`src/rtl/wt_mem_responder.sv`:
```
// Memory-side responder for the write-through L1 req/rtrn protocol: a flop line memory
// behind an in-order, fixed-latency response FIFO of up to MaxTx in-flight transactions.
module wt_mem_responder #(
    parameter int AddrWidth = 32,
    parameter int DataWidth = 64,
    parameter int LineWidth = 128,
    parameter int TidWidth  = 2,
    parameter int NumLines  = 16,
    parameter int Latency   = 3,
    parameter int MaxTx     = 2
) (
    input  logic                 clk_i,
    input  logic                 rst_i,
    input  logic                 req_i,
    output logic                 req_ack_o,
    input  logic [1:0]           req_type_i,
    input  logic [AddrWidth-1:0] req_paddr_i,
    input  logic [2:0]           req_size_i,
    input  logic [DataWidth-1:0] req_data_i,
    input  logic [TidWidth-1:0]  req_tid_i,
    output logic                 rtrn_vld_o,
    output logic [1:0]           rtrn_type_o,
    output logic [TidWidth-1:0]  rtrn_tid_o,
    output logic [LineWidth-1:0] rtrn_data_o,
    output logic                 err_o
);

    localparam int LineBytes = LineWidth / 8;
    localparam int DataBytes = DataWidth / 8;
    localparam int OffW      = $clog2(LineBytes);
    localparam int IdxW      = $clog2(NumLines);
    localparam int DOffW     = $clog2(DataBytes);
    localparam int CntW      = $clog2(Latency + 1);
    localparam int PtrW      = (MaxTx > 1) ? $clog2(MaxTx) : 1;
    localparam int OccW      = $clog2(MaxTx + 1);

    localparam logic [1:0] TypeLoad  = 2'd0;
    localparam logic [1:0] TypeIfill = 2'd1;
    localparam logic [1:0] TypeStore = 2'd2;

    logic [LineWidth-1:0] mem_q [NumLines];

    logic [1:0]           fifo_type_q [MaxTx];
    logic [TidWidth-1:0]  fifo_tid_q  [MaxTx];
    logic [LineWidth-1:0] fifo_data_q [MaxTx];
    logic [CntW-1:0]      fifo_cnt_q  [MaxTx];

    logic [PtrW-1:0] rd_ptr_q, rd_ptr_d, wr_ptr_q, wr_ptr_d;
    logic [OccW-1:0] occ_q, occ_d;

    logic                 rtrn_vld_q, rtrn_vld_d;
    logic [1:0]           rtrn_type_q, rtrn_type_d;
    logic [TidWidth-1:0]  rtrn_tid_q, rtrn_tid_d;
    logic [LineWidth-1:0] rtrn_data_q, rtrn_data_d;
    logic                 err_q, err_d;

    logic                 accept_s, push_s, pop_s;
    logic                 is_store_s, store_ok_s, bad_req_s, mem_we_s;
    logic [IdxW-1:0]      idx_s;
    logic [OffW-1:0]      off_s;
    logic [LineWidth-1:0] rd_line_s, store_line_s, resp_data_s;
    int                   off_int_s, doff_int_s, nbytes_s;
    logic                 unused_s;

    function automatic logic [PtrW-1:0] next_ptr(input logic [PtrW-1:0] p);
        return (p == PtrW'(MaxTx - 1)) ? {PtrW{1'b0}} : p + PtrW'(1);
    endfunction

    assign unused_s = ^req_paddr_i[AddrWidth-1:OffW+IdxW];

    assign idx_s     = req_paddr_i[OffW +: IdxW];
    assign off_s     = req_paddr_i[OffW-1:0];
    assign rd_line_s = mem_q[idx_s];

    // Outstanding minus retiring equals the FIFO occupancy, so the ack only looks at occ_q.
    assign accept_s  = req_i & ~rst_i & (occ_q < OccW'(MaxTx));
    assign push_s    = accept_s & (Latency > 1);
    assign pop_s     = (occ_q != {OccW{1'b0}}) & (fifo_cnt_q[rd_ptr_q] == CntW'(1));
    assign req_ack_o = accept_s;

    // Store legality and the merged line (lane-positioned data shifted into line offset)
    always_comb begin
        off_int_s    = int'(off_s);
        doff_int_s   = off_int_s & (DataBytes - 1);
        nbytes_s     = 32'sd1 << req_size_i;
        is_store_s   = (req_type_i == TypeStore);
        store_ok_s   = (int'(req_size_i) <= DOffW) && ((off_int_s & (nbytes_s - 32'sd1)) == 32'sd0);
        store_line_s = rd_line_s;
        for (int j = 0; j < LineBytes; j++) begin
            if ((j >= off_int_s) && (j < off_int_s + nbytes_s)) begin
                store_line_s[8*j +: 8] = req_data_i[8*((doff_int_s + j - off_int_s) & (DataBytes - 1)) +: 8];
            end else begin
                store_line_s[8*j +: 8] = rd_line_s[8*j +: 8];
            end
        end
        mem_we_s  = accept_s & is_store_s & store_ok_s;
        bad_req_s = accept_s & ((req_type_i == 2'd3) | (is_store_s & ~store_ok_s));
        case (req_type_i)
            TypeLoad, TypeIfill: resp_data_s = rd_line_s;
            default:             resp_data_s = {LineWidth{1'b0}};
        endcase
    end

    // FIFO pointer/occupancy bookkeeping and the next registered response
    always_comb begin
        rd_ptr_d    = rd_ptr_q;
        wr_ptr_d    = wr_ptr_q;
        occ_d       = occ_q + OccW'(push_s) - OccW'(pop_s);
        rtrn_vld_d  = 1'b0;
        rtrn_type_d = 2'd0;
        rtrn_tid_d  = {TidWidth{1'b0}};
        rtrn_data_d = {LineWidth{1'b0}};
        err_d       = err_q | bad_req_s;
        if (push_s) begin
            wr_ptr_d = next_ptr(wr_ptr_q);
        end else begin
            wr_ptr_d = wr_ptr_q;
        end
        if (pop_s) begin
            rd_ptr_d = next_ptr(rd_ptr_q);
        end else begin
            rd_ptr_d = rd_ptr_q;
        end
        if ((Latency == 1) && accept_s) begin
            rtrn_vld_d  = 1'b1;
            rtrn_type_d = req_type_i;
            rtrn_tid_d  = req_tid_i;
            rtrn_data_d = resp_data_s;
        end else if ((Latency > 1) && pop_s) begin
            rtrn_vld_d  = 1'b1;
            rtrn_type_d = fifo_type_q[rd_ptr_q];
            rtrn_tid_d  = fifo_tid_q[rd_ptr_q];
            rtrn_data_d = fifo_data_q[rd_ptr_q];
        end else begin
            rtrn_vld_d  = 1'b0;
        end
    end

    // State registers: line memory, in-flight entries with countdowns, outputs
    always_ff @(posedge clk_i) begin
        if (rst_i) begin
            for (int i = 0; i < NumLines; i++) begin
                mem_q[i] <= {LineWidth{1'b0}};
            end
            for (int i = 0; i < MaxTx; i++) begin
                fifo_cnt_q[i] <= {CntW{1'b0}};
            end
            rd_ptr_q    <= {PtrW{1'b0}};
            wr_ptr_q    <= {PtrW{1'b0}};
            occ_q       <= {OccW{1'b0}};
            rtrn_vld_q  <= 1'b0;
            rtrn_type_q <= 2'd0;
            rtrn_tid_q  <= {TidWidth{1'b0}};
            rtrn_data_q <= {LineWidth{1'b0}};
            err_q       <= 1'b0;
        end else begin
            if (mem_we_s) begin
                mem_q[idx_s] <= store_line_s;
            end
            for (int i = 0; i < MaxTx; i++) begin
                if (fifo_cnt_q[i] > CntW'(1)) begin
                    fifo_cnt_q[i] <= fifo_cnt_q[i] - CntW'(1);
                end
            end
            // The load data is captured here, so later stores never reach an accepted load.
            if (push_s) begin
                fifo_type_q[wr_ptr_q] <= req_type_i;
                fifo_tid_q[wr_ptr_q]  <= req_tid_i;
                fifo_data_q[wr_ptr_q] <= resp_data_s;
                fifo_cnt_q[wr_ptr_q]  <= CntW'(Latency - 1);
            end
            rd_ptr_q    <= rd_ptr_d;
            wr_ptr_q    <= wr_ptr_d;
            occ_q       <= occ_d;
            rtrn_vld_q  <= rtrn_vld_d;
            rtrn_type_q <= rtrn_type_d;
            rtrn_tid_q  <= rtrn_tid_d;
            rtrn_data_q <= rtrn_data_d;
            err_q       <= err_d;
        end
    end

    assign rtrn_vld_o  = rtrn_vld_q;
    assign rtrn_type_o = rtrn_type_q;
    assign rtrn_tid_o  = rtrn_tid_q;
    assign rtrn_data_o = rtrn_data_q;
    assign err_o       = err_q;

endmodule

```
`config.mk`:
```
export PLATFORM = sky130hd
export DESIGN_NAME = wt_mem_responder
export DESIGN_NICKNAME = d
export VERILOG_FILES = /design/src/rtl/wt_mem_responder.sv
export SDC_FILE = /design/constraint.sdc
export NUM_CORES = 2
export LEC_CHECK = 0
export ABC_AREA = 1
export BUFFER_PORTS_ARGS = -buffer_cell sky130_fd_sc_hd__buf_4
export CELL_PAD_IN_SITES_DETAIL_PLACEMENT = 0
export CELL_PAD_IN_SITES_GLOBAL_PLACEMENT = 1
export CORE_AREA = 3 3 486 488
export DETAILED_ROUTE_END_ITERATION = 10
export DIE_AREA = 0 0 489 491
export HOLD_SLACK_MARGIN = 0.05
export PLACE_DENSITY = 0.72
export REMOVE_ABC_BUFFERS = 1
export SETUP_SLACK_MARGIN = 0.3
export SKIP_LAST_GASP = 1
export SYNTH_ARGS = -nofsm -noshare
export SYNTH_HDL_FRONTEND = slang
export SYNTH_SLANG_ARGS = --single-unit
export TNS_END_PERCENT = 30
```
`constraint.sdc`:
```
create_clock -name clk_i -period 9.5 [get_ports clk_i]
set_input_delay 0.475 -clock clk_i [delete_from_list [all_inputs] [get_ports clk_i]]
set_output_delay 0.475 -clock clk_i [all_outputs]
set_load 0.01 [all_outputs]
```
==> reports/summary.log <==
qor: outcome.status finished clean
qor: detailed_routing.dr.first_iter.drc_count 9,417
qor: synthesis.synth_seq_cells 2,455
qor: min_path.classification_of_the_worst_slack_hold_path in2reg
qor: clock_network.clock_sink_count 2,455
qor: detailed_routing.via_total_after_detailed_routing 76,700
qor: global_route.antenna_found_initial 4
qor: synthesis.syn-mean-instance-area 10.5 um^2
qor: power_and_ir_drop.worst_ir_drop_vdd 140 uV
qor: worst_setup_path.startpoint rst_i
qor: worst_setup_path.critical_path.slowest_cell nand2_4
qor: clock_network.worst_setup_hold_path_clk_slew 0.06 ns
qor: global_route.via_count_of_the_first_global_routing_pass 73,800
qor: timing.min_period 5.56 ns
qor: worst_setup_path.critical_path.endpoint mem_q[1][81]
qor: clock_network.tritoncts done
qor: synthesis.yosys.area.top_type edfxtp_1
qor: synthesis.count_of_flip_flops_with_a_built_in_enable_after_synthesis 2,312
qor: power_and_ir_drop.comb_power_share 7.9%
qor: cells_and_area.postLayoutCellArea 117,000 um^2
qor: worst_setup_path.worst_path_largest_cell_delay 1.07 ns
qor: placed_design.post-dp-hpwl 169 mm
qor: die.dieArea 240,000 um^2
qor: power_and_ir_drop.cellInternalPower 18.7 mW
qor: timing.final_hold_viol_count 0
qor: worst_setup_path.cp_data_arrival_time 6.11 ns
qor: placed_design.dpl.cell_count 12,500
qor: synthesis.sequential_cell_area_fraction_in_the_yosys_report 69.4%
qor: detailed_routing.drt_wl_total 351 mm
qor: power_and_ir_drop.pwr-share-clk 42.4%
qor: synthesis.synthTopCellsByArea edfxtp_1 (67%), nor2_1 (8.4%), nand2_1 (8.4%)
qor: synthesis.main_synth_ff_type edfxtp_1
qor: clock_network.cts-root-buf clkbuf_16
qor: clock_network.cts_setup_buffers 0
qor: worst_setup_path.critical_register_to_register_path_startpoint occ_q[1]
qor: worst_setup_path.worstPathBufferInverterCount 6
qor: die.core 232,000 um^2
qor: timing.tns 0 ns
qor: timing.highest_clock_rate 180 MHz
qor: synthesis.synth_warn 0
qor: global_route.wire_length_of_the_first_global_routing_pass 506 mm
qor: detailed_routing.dr.pass1.iters 8
qor: worst_setup_path.worstPathCellList dlygate4sd3_1, buf_4, inv_1, buf_4, nand3_1, inv_1, nand3_1, nor2_1, nand2_4, nand2_4, buf_12
qor: synthesis.synth.cell_area 104,000 um^2
qor: synthesis.muxShareOfSynthArea 0%
qor: cells_and_area.area_of_the_multi_input_gates 28,300 um^2
qor: clock_network.numCtsBuffers 285
qor: die.die_height 491 um
qor: worst_setup_path.critical_path.max_fanout 84
qor: worst_setup_path.crit_required 10.04 ns
qor: die.floorplan.initialDensity 44.9%
qor: synthesis.post_synth_and_or_nand_nor_area_fraction 26.0%
qor: power_and_ir_drop.power.static_leakage 43.2 nW
qor: synthesis.synth.top_cells.by_count nor2_1 (2,327), nand2_1 (2,322), edfxtp_1 (2,312)
qor: timing.rsz0062_at_grt no
qor: power_and_ir_drop.switching_share 24.3%
qor: cells_and_area.final_layout_size_suffix_gt1_share 8.46%
qor: detailed_routing.drc 0
qor: timing.tightest_slew 1.33 ns
qor: timing.final_min_period_over_clock_period 58.6%
qor: worst_setup_path.reg2reg_slack 4.50 ns
qor: die.die_w 489 um
qor: global_route.grt_overflow_total 0
qor: synthesis.synthMostInstantiatedCell nor2_1
qor: synthesis.yosys.area.top_type_share 66.6%
qor: power_and_ir_drop.power.density 212 nW/um^2
qor: placed_design.dpl_cell_area 108,000 um^2
qor: cells_and_area.finish.cell_count_without_fillers 13,000
qor: synthesis.yosys.cell_types.count 34
qor: clock_network.worst_skew_pair.late_latency 0.93 ns
qor: die.num_rows 177
qor: worst_setup_path.worst-setup-path-type in2reg
qor: power_and_ir_drop.power.switching 5.99 mW
qor: placed_design.port_buffers 216
qor: cells_and_area.nets 9,883
qor: timing.timing_max_transition_violations_final 0
qor: power_and_ir_drop.total_design_power 24.7 mW
qor: clock_network.cts_buffer_depth 4
qor: synthesis.main_combinational_cell_family_by_area_after_synthesis simple AND/OR/NAND/NOR gates
qor: worst_setup_path.critical_path.reg2reg.endpoint mem_q[1][81]
qor: cells_and_area.area.sequential 72,300 um^2
qor: worst_setup_path.end_kind flop
qor: synthesis.synth_cells 9,953
qor: synthesis.post_synth_fa_ha_maj_area_fraction 0.127%
qor: detailed_routing.vias_per_cell 5.89
qor: detailed_routing.detail-route-antenna-nets 0
qor: flow_run.reported_max_cap_violation_count 0
qor: synthesis.async_set_reset_flop_share_out_of_synthesis 0%
qor: die.top_level_ports 241
qor: synthesis.synth-xor-area-share 0.0240%
qor: cells_and_area.filler_cell_count_in_the_final_layout 20,800
qor: worst_setup_path.worst_r2r_path_depth 8
qor: timing.finClkSkew 0.0410 ns
qor: global_route.global_route.usage.total 28.7%
qor: timing.post_route_worst_hold_slack 0.198 ns
qor: cells_and_area.area_delta_synth_final 11.8%
qor: placed_design.globalplace.congestion 0.813
qor: clock_network.cts-htree-levels 5
qor: worst_setup_path.nature_of_the_critical_path_startpoint input port
qor: global_route.grt_max_degree 184
qor: clock_network.resized_after_cts 0
qor: clock_network.postCtsHoldBufs 5
qor: timing.normalized_max_slew_margin 11.5%
qor: timing.final-setup-viol-count 0
qor: power_and_ir_drop.seqPwrFrac 49.7%
qor: detailed_routing.routed_wire_length_per_instance 27.0 um
qor: worst_setup_path.critical_path_depth 11
qor: worst_setup_path.critPathTopFamily simple AND/OR/NAND/NOR gates
qor: synthesis.post_synthesis_compound_gate_area_fraction 0.808%
==> cells in the final DEF, fill, tap and decap left out, types with 90 or more instances in the layout <==
cell type,synthesis,routed
nor2_1,2327,2322
nand4_1,512,512
buf_4,37,308
dfxtp_1,143,142
inv_1,90,90
clkbuf_16,0,298
a21oi_1,138,138
nand3_1,1156,1156
nand2_1,2322,2290
edfxtp_1,2312,2312
==> power by group through the flow <==
stage | combinational, mW | clock (mW) | sequential (mW)
4_1_cts | 1.94 | 10.6 | 12.3
3_5_place_dp | 1.93 | 0 | 12.5
5_1_grt | 2.09 | 11.0 | 12.3
3_3_place_gp | 1.91 | 0 | 12.5
6_report | 1.96 | 10.5 | 12.3
2_1_floorplan | 1.06 | 0 | 12.5
==> state kept, by name, indices dropped and copies added (netlist names), named ones only <==
name and flops:
fifo_data_q 256, fifo_tid_q 4, rtrn_data_o 128, rtrn_type_o 2
err_o 1, occ_q 2, mem_q 2048, rtrn_vld_o 1
fifo_cnt_q 4, fifo_type_q 4, rtrn_tid_o 2, wr_ptr_q 1
rd_ptr_q 1
==> cells by family after synthesis <==
logic type | Yosys count
xor+xnor | 2
compound gates | 160
flops | 2455
simple gates | 6412
buf+inv | 914
fa+ha+maj | 10
==> cell type report <==
| type | instances | share of cell area (%) |
|---|---|---|
| repair buffers | 343 | 2.53 |
| flip-flops and latches | 2455 | 62.1 |
| clock buffers | 380 | 6.76 |
| diodes | 3 | 0.00644 |
| inverters | 98 | 0.335 |
| clock inverters | 107 | 0.731 |
| multi-input cells | 6584 | 24.3 |
| well taps | 3043 | 3.27 |
==> per-layer routing <==
| layer | routed length [um] | GRT usage [%] | part of all wire [%] |
|---|---|---|---|
| met1 | 138000 | 38.8 | 39 |
| met2 | 166000 | 46.6 | 47 |
| met3 | 34500 | 5.05 | 9.8 |
| met4 | 13000 | 10.4 | 3.7 |
| met5 | 0 | 0 | 0 |
==> metrics by stage <==
stage                     utilization, %  worst slack, ns
after CTS                           50.1             4.15
final                               50.2             3.94
after global routing                50.1             3.99
after detailed placement            46.4             3.72
after global placement              46.4             3.82
after floorplan                        -            -2.79
==> how the worst min path moves through the flow <==
stage	startpoint	endpoint	slack, ns	cells after the start
global route	req_type_i[1]	fifo_type_q[1][1]	0.19	2
floorplan	occ_q[1]	occ_q[1]	0.44	1
finish	req_data_i[5]	mem_q[13][5]	0.20	5
global placement	occ_q[1]	occ_q[1]	0.45	1
detailed placement	err_o	err_o	0.47	2
CTS	req_data_i[5]	mem_q[13][5]	0.13	5
==> worst register-to-register path, cell delays in order (launching register included) <==
cell	delay, ns
dfxtp_1	0.33
inv_1	0.05
nand3_1	0.23
inv_1	0.34
nand3_1	0.34
nor2_1	0.65
nand2_4	0.65
nand2_4	1.13
buf_12	0.77
Note: power is estimated with default switching activity, not from simulation.
